### src/rtl/graph_loader.sv
// graph_loader
//   Writer-side front end for the input feature-map memory (graph_mem).
//   It accepts one ROWS x COLS binary image as row words over a valid/ready
//   handshake. Each row is turned into COLS single-bit writes (bit 0 first),
//   each carrying its row/column address. After the last bit of the frame is
//   written, done pulses for one cycle so the control unit can start
//   convolution.
//
// Parameters
//   ROWS   : image rows per frame
//   COLS   : columns per row (also the row word width)
//   ADDR_W : width of the row/column address outputs (ROWS, COLS <= 2^ADDR_W)
//
// Ports
//   clk, rst     : rising-edge clock, asynchronous active-high reset
//   start        : one-cycle pulse that begins a frame; honoured only in IDLE
//   in_valid     : in_data holds a valid row word
//   in_data      : row word, bit c goes to column c
//   in_ready     : a row word is accepted this cycle
//   mem_en       : memory enable, high only on write cycles
//   mem_RW       : 1 = write, high only on write cycles
//   mem_rowaddr  : row address of the current write
//   mem_coladdr  : column address of the current write
//   mem_data_in  : bit being written
//   busy         : high in every state except IDLE
//   done         : one-cycle pulse after the last write of the frame
//   ones_count   : (GRAPH_LOADER_POPCNT_EN only) number of 1s written in the frame
//
// Optional feature
//   Define GRAPH_LOADER_POPCNT_EN to add the ones_count output and its counter.
module graph_loader #(
    parameter int ROWS   = 5,
    parameter int COLS   = 5,
    parameter int ADDR_W = 5
) (
    input  logic              clk,
    input  logic              rst,
    input  logic              start,
    input  logic              in_valid,
    input  logic [COLS-1:0]   in_data,
    output logic              in_ready,
    output logic              mem_en,
    output logic              mem_RW,
    output logic [ADDR_W-1:0] mem_rowaddr,
    output logic [ADDR_W-1:0] mem_coladdr,
    output logic              mem_data_in,
    output logic              busy,
    output logic              done
`ifdef GRAPH_LOADER_POPCNT_EN
    ,
    output logic [$clog2(ROWS*COLS+1)-1:0] ones_count
`endif
);

    typedef enum logic [1:0] {
        IDLE,
        WAIT_ROW,
        SHIFT,
        DONE
    } state_t;

    localparam logic [ADDR_W-1:0] LAST_ROW = ADDR_W'(ROWS - 1);
    localparam logic [ADDR_W-1:0] LAST_COL = ADDR_W'(COLS - 1);

    // Addresses are the counters themselves, so the counters must fit.
    generate
        if (ROWS > (1 << ADDR_W) || COLS > (1 << ADDR_W)) begin : g_param_check
            $error("graph_loader: ROWS and COLS must each be <= 2**ADDR_W");
        end
    endgenerate

    state_t            state;
    state_t            next_state;
    logic [ADDR_W-1:0] row_cnt;
    logic [ADDR_W-1:0] col_cnt;
    logic [COLS-1:0]   shift_reg;

    // State register.
    always_ff @(posedge clk or posedge rst) begin
        if (rst) begin
            state <= IDLE;
        end else begin
            state <= next_state;
        end
    end

    // Next-state logic; every output is decoded from state and registered
    // counters only, so nothing on the memory side depends on in_valid/in_data
    // combinationally. Addresses read as 0 whenever no write is in progress.
    always_comb begin
        next_state  = state;
        in_ready    = 1'b0;
        busy        = 1'b1;
        mem_en      = 1'b0;
        mem_RW      = 1'b0;
        mem_rowaddr = '0;
        mem_coladdr = '0;
        mem_data_in = 1'b0;
        done        = 1'b0;
        case (state)
            IDLE: begin
                busy = 1'b0;
                if (start) begin
                    next_state = WAIT_ROW;
                end
            end
            WAIT_ROW: begin
                in_ready = 1'b1;
                if (in_valid) begin
                    next_state = SHIFT;
                end
            end
            SHIFT: begin
                mem_en      = 1'b1;
                mem_RW      = 1'b1;
                mem_rowaddr = row_cnt;
                mem_coladdr = col_cnt;
                mem_data_in = shift_reg[0];
                if (col_cnt == LAST_COL) begin
                    next_state = (row_cnt == LAST_ROW) ? DONE : WAIT_ROW;
                end
            end
            DONE: begin
                done       = 1'b1;
                next_state = IDLE;
            end
            default: begin
                next_state = IDLE;
            end
        endcase
    end

    // Row/column counters and the row shift register. The captured word is
    // shifted right once per write so the bit for the current column is
    // always at position 0. The column counter parks at its last value at
    // the end of a row and is rewound when the next word is captured.
    always_ff @(posedge clk or posedge rst) begin
        if (rst) begin
            row_cnt   <= '0;
            col_cnt   <= '0;
            shift_reg <= '0;
        end else begin
            case (state)
                IDLE: begin
                    if (start) begin
                        row_cnt <= '0;
                    end
                end
                WAIT_ROW: begin
                    if (in_valid) begin
                        shift_reg <= in_data;
                        col_cnt   <= '0;
                    end
                end
                SHIFT: begin
                    shift_reg <= shift_reg >> 1;
                    if (col_cnt != LAST_COL) begin
                        col_cnt <= col_cnt + ADDR_W'(1);
                    end else if (row_cnt != LAST_ROW) begin
                        row_cnt <= row_cnt + ADDR_W'(1);
                    end
                end
                default: begin
                end
            endcase
        end
    end

`ifdef GRAPH_LOADER_POPCNT_EN
    localparam int PC_W = $clog2(ROWS*COLS+1);

    // Ones counter: cleared on an accepted start, bumped on every write of a
    // 1, and otherwise left alone so it holds the frame total after done.
    always_ff @(posedge clk or posedge rst) begin
        if (rst) begin
            ones_count <= '0;
        end else if (state == IDLE && start) begin
            ones_count <= '0;
        end else if (state == SHIFT && shift_reg[0]) begin
            ones_count <= ones_count + PC_W'(1);
        end
    end
`endif

endmodule

### config.mk
export PLATFORM = sky130hd
export DESIGN_NAME = graph_loader
export DESIGN_NICKNAME = d
export VERILOG_FILES = /design/src/rtl/graph_loader.sv
export SDC_FILE = /design/constraint.sdc
export NUM_CORES = 1
export LEC_CHECK = 0
export CORE_MARGIN = 10
export CORE_UTILIZATION = 47
export CTS_CLUSTER_DIAMETER = 100
export DETAILED_ROUTE_END_ITERATION = 8
export GPL_ROUTABILITY_DRIVEN = 0
export GPL_TIMING_DRIVEN = 0
export PLACE_DENSITY = 0.76
export SLEW_MARGIN = 20
export SYNTH_ARGS = -nofsm -noshare
export SYNTH_HDL_FRONTEND = slang
export SYNTH_SLANG_ARGS = --single-unit
### constraint.sdc
create_clock -name clk -period 5.9 [get_ports clk]
set_clock_uncertainty 0.1 [all_clocks]
set_input_delay 0.885 -clock clk [delete_from_list [all_inputs] [get_ports clk]]
set_output_delay 0.885 -clock clk [all_outputs]
set_load 0.03 [all_outputs]
======== Yosys cells after proc, flatten, opt, wreduce, memory -nomap -nowiden ========
Index checks and enable logic that the tools add are counted.
storage, ports and cells
  input bits .............................. 9
  output and inout port bits .............. 16
  word-level logic and storage cells ...... 47
  register bits ........................... 17
cells by class
  add/subtract/negate cells ............... 2
  mux-type cells .......................... 21
  eq/ne operators ......................... 13
  reduce and logical (&&, ||, !) cells .... 7
operators by type and width
  kind                   count
  $mux W5                8
  $pmux W5 S2            3
  $ne A2 B2 Y1 const B   6
  $add A5 B1 Y5 const B  2
  $eq A5 B3 Y1 const B   2
  $ne A5 B3 Y1 const B   2
  $mux W2                4
  $pmux W2 S4            1
  $reduce_and A3 Y1      2
  $mux W1                5
  $eq A2 B2 Y1 const B   2
  $reduce_and A4 Y1      1
  $reduce_bool A2 Y1     2
  $eq A2 B1 Y1 const B   1
  $logic_not A2 Y1       1
  $reduce_and A2 Y1      1

======== Logic depth before layout (Yosys ltp) ========
  depth after elaboration ................. 4
  gate-level depth with buffers ........... 7
  mapped depth without buffers ............ 6

======== Worst setup path after synthesis ========
OpenSTA, ideal clock, no wires.
  path type ............................... reg2out
  start ................................... register state[0]
  end ..................................... output mem_rowaddr[4]
  setup slack ............................. 3.597 ns
  data required time ...................... 4.915 ns
  cell stages (with the launch flop) ...... 6
  buffers on the path ..................... 2
  data arrival time ....................... 1.318 ns
  path through ............................ dfrtp_1 -> clkbuf_1 -> nand2b_1 -> buf_2 -> inv_2 -> and2_1
between the ends
  longest elaborated chain between the ends .. 2
RTL lines
  item                      line  RTL
  start: declaration        72    state_t state;
  start signal: assignment  83    state <= next_state;
  $eq A2 B2 Y1              100   case (state)
  $mux W5                   100
  end: declaration          44    output logic [ADDR_W-1:0] mem_rowaddr,
No other way between the ends.

======== Worst setup path in the final report ========
  start ................................... register state[0]
  end ..................................... output done
between the ends
  longest elaborated chain between the ends .. 2
RTL lines
  item              line  RTL
  $eq A2 B2 Y1      100
  $mux W1           100
  end: declaration  48    output logic done
No other way between the ends.

==> impl_metrics.env <==
export IMPL_cp_top_family="buffers and inverters"
export IMPL_core_um2=2190
export IMPL_status="complete, no violations"
export IMPL_crit_arrival_ps=2240
export IMPL_insertedDiodeCount=0
export IMPL_pre_cts_ws_ps=3020
export IMPL_hold_path_class="register to register"
export IMPL_synth_edf_count=0
export IMPL_internal_power_w=0.000378
export IMPL_max_stage_delay_ps=690
export IMPL_wl_per_cell_um=15.1
export IMPL_clockBufferDepth=2
export IMPL_n_fill_cell=194
export IMPL_comb_power_share=0.616
export IMPL_hpwl_mm=1.97
export IMPL_p_clk_frac=0.091
export IMPL_final_nets=157
export IMPL_layout_setup_ws_ps=2680
export IMPL_ys_seq_area_frac=0.398
export IMPL_worst_r2r_path_depth=6
export IMPL_endpoint="done"
export IMPL_synth_top_cells_by_area="dfrtp_1, ha_1, mux2i_1"
export IMPL_area_growth_pct=28.3
export IMPL_wl_mm=2.58
export IMPL_tns_ps=0
export IMPL_drt_pass1_iter_count=4
export IMPL_rsz0062_at_grt="false"
export IMPL_grt_pass1_wl_mm=4.45
export IMPL_post_route_period_util=0.546
export IMPL_crit_cells=4
export IMPL_synth_flop_cell="dfrtp_1"
export IMPL_path_common_cell="clkbuf_1"
export IMPL_fin_crit_ps=3220
export IMPL_worst_setup_path_type="register to primary output"
export IMPL_async_flop_share=1.00
export IMPL_grt_pass1_vias=962
export IMPL_die_area_um2=4580
export IMPL_fmax_ghz=0.311
export IMPL_synth_nets=128
export IMPL_worstMarginPinSlew_ps=681
export IMPL_drt_initial_drc_count=37
export IMPL_drv_slew=0
export IMPL_peakVddDrop_v=0.000320
export IMPL_rows=17
export IMPL_startpoint="state[0]$_DFFE_PP0P_"
export IMPL_clock_sinks=17
export IMPL_r2r_slack_ps=3850
export IMPL_htree_num_levels=1
export IMPL_viasPerCell=5.58
export IMPL_drcViolationCount=0
export IMPL_r2r_end="row_cnt[4]$_DFFE_PP0P_"
export IMPL_whs_ps=428
export IMPL_final_area_um2=1370
export IMPL_antenna_found_initial=0
export IMPL_path_buf_inv=3
export IMPL_netSwitchingFraction=0.469
export IMPL_place_area_um2=1340
export IMPL_setup_viol=0
export IMPL_cts_hold_fix_buffers=0
export IMPL_grt_max_degree=18
export IMPL_cts_buffers=3
export IMPL_synth_area_um2=1070
export IMPL_synth_seq_cells=17
export IMPL_maxSlewHeadroom=0.545
export IMPL_post_cts_buffers=0
export IMPL_syn_area_per_cell_um2=9.29
export IMPL_synth_top_area_frac=0.398
export IMPL_finalHoldViolCount=0
export IMPL_port_buffers=24
export IMPL_cts_resized_gates=0
export IMPL_crit_chain="clkbuf_1, clkbuf_1, and2_1, clkdlybuf4s50_1"
export IMPL_drtAntennaViolNets=0
export IMPL_switching_power_w=0.000334
export IMPL_clkTransAtPathRegs_ps=110
export IMPL_ys_warn_count=0
export IMPL_crit_path_max_fanout=10
export IMPL_crit_required_ps=4910
export IMPL_p_seq_frac=0.294
export IMPL_tritoncts="built"
export IMPL_start_util=0.488
export IMPL_cts_root_buffer="clkbuf_4"
export IMPL_ioPinCount=25
export IMPL_drive_gt1_frac=0.112
export IMPL_via_count=954
export IMPL_cp_end_kind="primary output"
export IMPL_worst_setup_path_start_kind="register"
export IMPL_power_density_nw_per_um2=520
export IMPL_die_x_um=67.7
export IMPL_synth_cells=115
export IMPL_die_h_um=67.7
export IMPL_ys_types=39
export IMPL_clock_latency_ps=300
export IMPL_crit_slowest_cell="clkdlybuf4s50_1"
export IMPL_synth_area_leader_cell="dfrtp_1"
export IMPL_drv_cap=0
export IMPL_track_usage=0.124
export IMPL_grt_ovfl_total=0
export IMPL_rr_startpoint="col_cnt[0]$_DFFE_PP0P_"
export IMPL_p_leak_nw=0.587
final cells by class:
| cell class | count | area (um^2) | area share |
|---|---|---|---|
| multi-input cells | 82 | 569 | 0.415 |
| flip-flops and latches | 17 | 425 | 0.310 |
| repair buffers | 24 | 240 | 0.175 |
| plain buffers | 8 | 43.8 | 0.0319 |
| well taps | 28 | 35.0 | 0.0255 |
| inverters | 8 | 30.0 | 0.0219 |
| clock buffers | 3 | 22.5 | 0.0164 |
| clock inverters | 1 | 5.00 | 0.00365 |
worst min path at each step:
stage | cells after the start | start | endpoint | slack [ps]
6_report | 1 | col_cnt[3]$_DFFE_PP0P_ | col_cnt[3]$_DFFE_PP0P_ | 430
5_1_grt | 2 | shift_reg[4]$_DFFE_PP0P_ | shift_reg[4]$_DFFE_PP0P_ | 470
4_1_cts | 1 | col_cnt[3]$_DFFE_PP0P_ | col_cnt[3]$_DFFE_PP0P_ | 430
3_5_place_dp | 1 | col_cnt[3]$_DFFE_PP0P_ | col_cnt[3]$_DFFE_PP0P_ | 420
3_3_place_gp | 2 | shift_reg[4]$_DFFE_PP0P_ | shift_reg[4]$_DFFE_PP0P_ | 420
2_1_floorplan | 1 | col_cnt[3]$_DFFE_PP0P_ | col_cnt[3]$_DFFE_PP0P_ | 380
cell usage after synthesis (all sizes together), types with 3 or more instances:
cell and count:
dfrtp 17, a21oi 9, nor2 9, inv 8, and2 7, nor2b 7
mux2i 6, a211oi 4, buf 4, clkbuf 4, ha 4, nand2 4
nand2b 3, nand3 3, nor3 3
through the flow:
step | std cells | total power [W] | util
after detailed placement | 167 | 0.000652 | 0.613
after floorplan | 115 | 0.000511 | -
after global placement | 167 | 0.000639 | 0.613
after CTS | 171 | 0.000718 | 0.626
final | 171 | 0.000713 | 0.626
after global routing | 171 | 0.000772 | 0.626
cells in the final DEF (no fill, tap or decap), types with 2 or more instances in the layout:
cell / instances
clkdlybuf4s50_1: 24
dfrtp_1: 17
a21oi_1: 9
nor2_1: 9
nor2b_1: 7
inv_1: 7
and2_1: 6
mux2i_1: 5
clkbuf_1: 4
a211oi_1: 4
nand2_1: 4
ha_1: 4
nand2b_1: 3
nand3_1: 3
nor3_1: 3
clkbuf_4: 3
buf_2: 2
o21ai_0: 2
nand4_1: 2
a221oi_1: 2
a221o_1: 2
kinds of logic (layout without fill, tap and decap cells):
family | Yosys count | in the layout | synth area share
AND/OR/NAND/NOR | 45 | 45 | 0.246
buffers and inverters | 16 | 44 | 0.0691
AO/OA/AOI/OAI | 26 | 26 | 0.170
flip-flops | 17 | 17 | 0.398
adder cells (fa/ha/maj) | 4 | 4 | 0.0468
multiplexers | 7 | 7 | 0.0703
power groups by stage:
stage | registers (W) | clock network, W | logic (W)
2_1_floorplan | 0.000200 | 0 | 0.000311
3_3_place_gp | 0.000209 | 0 | 0.000430
3_5_place_dp | 0.000212 | 0 | 0.000440
4_1_cts | 0.000209 | 0.0000675 | 0.000442
5_1_grt | 0.000218 | 0.0000733 | 0.000480
6_report | 0.000209 | 0.0000647 | 0.000439
layer usage:
layer / up-vias / global-route usage / part of all wire
li1: 463 / - / -
met1: 456 / 0.149 / 0.45
met5: - / 0 / 0
met3: 4 / 0.0479 / 0.078
met2: 31 / 0.204 / 0.46
met4: 0 / 0.0308 / 0.013
No activity file was read; power rests on OpenSTA's default activity.
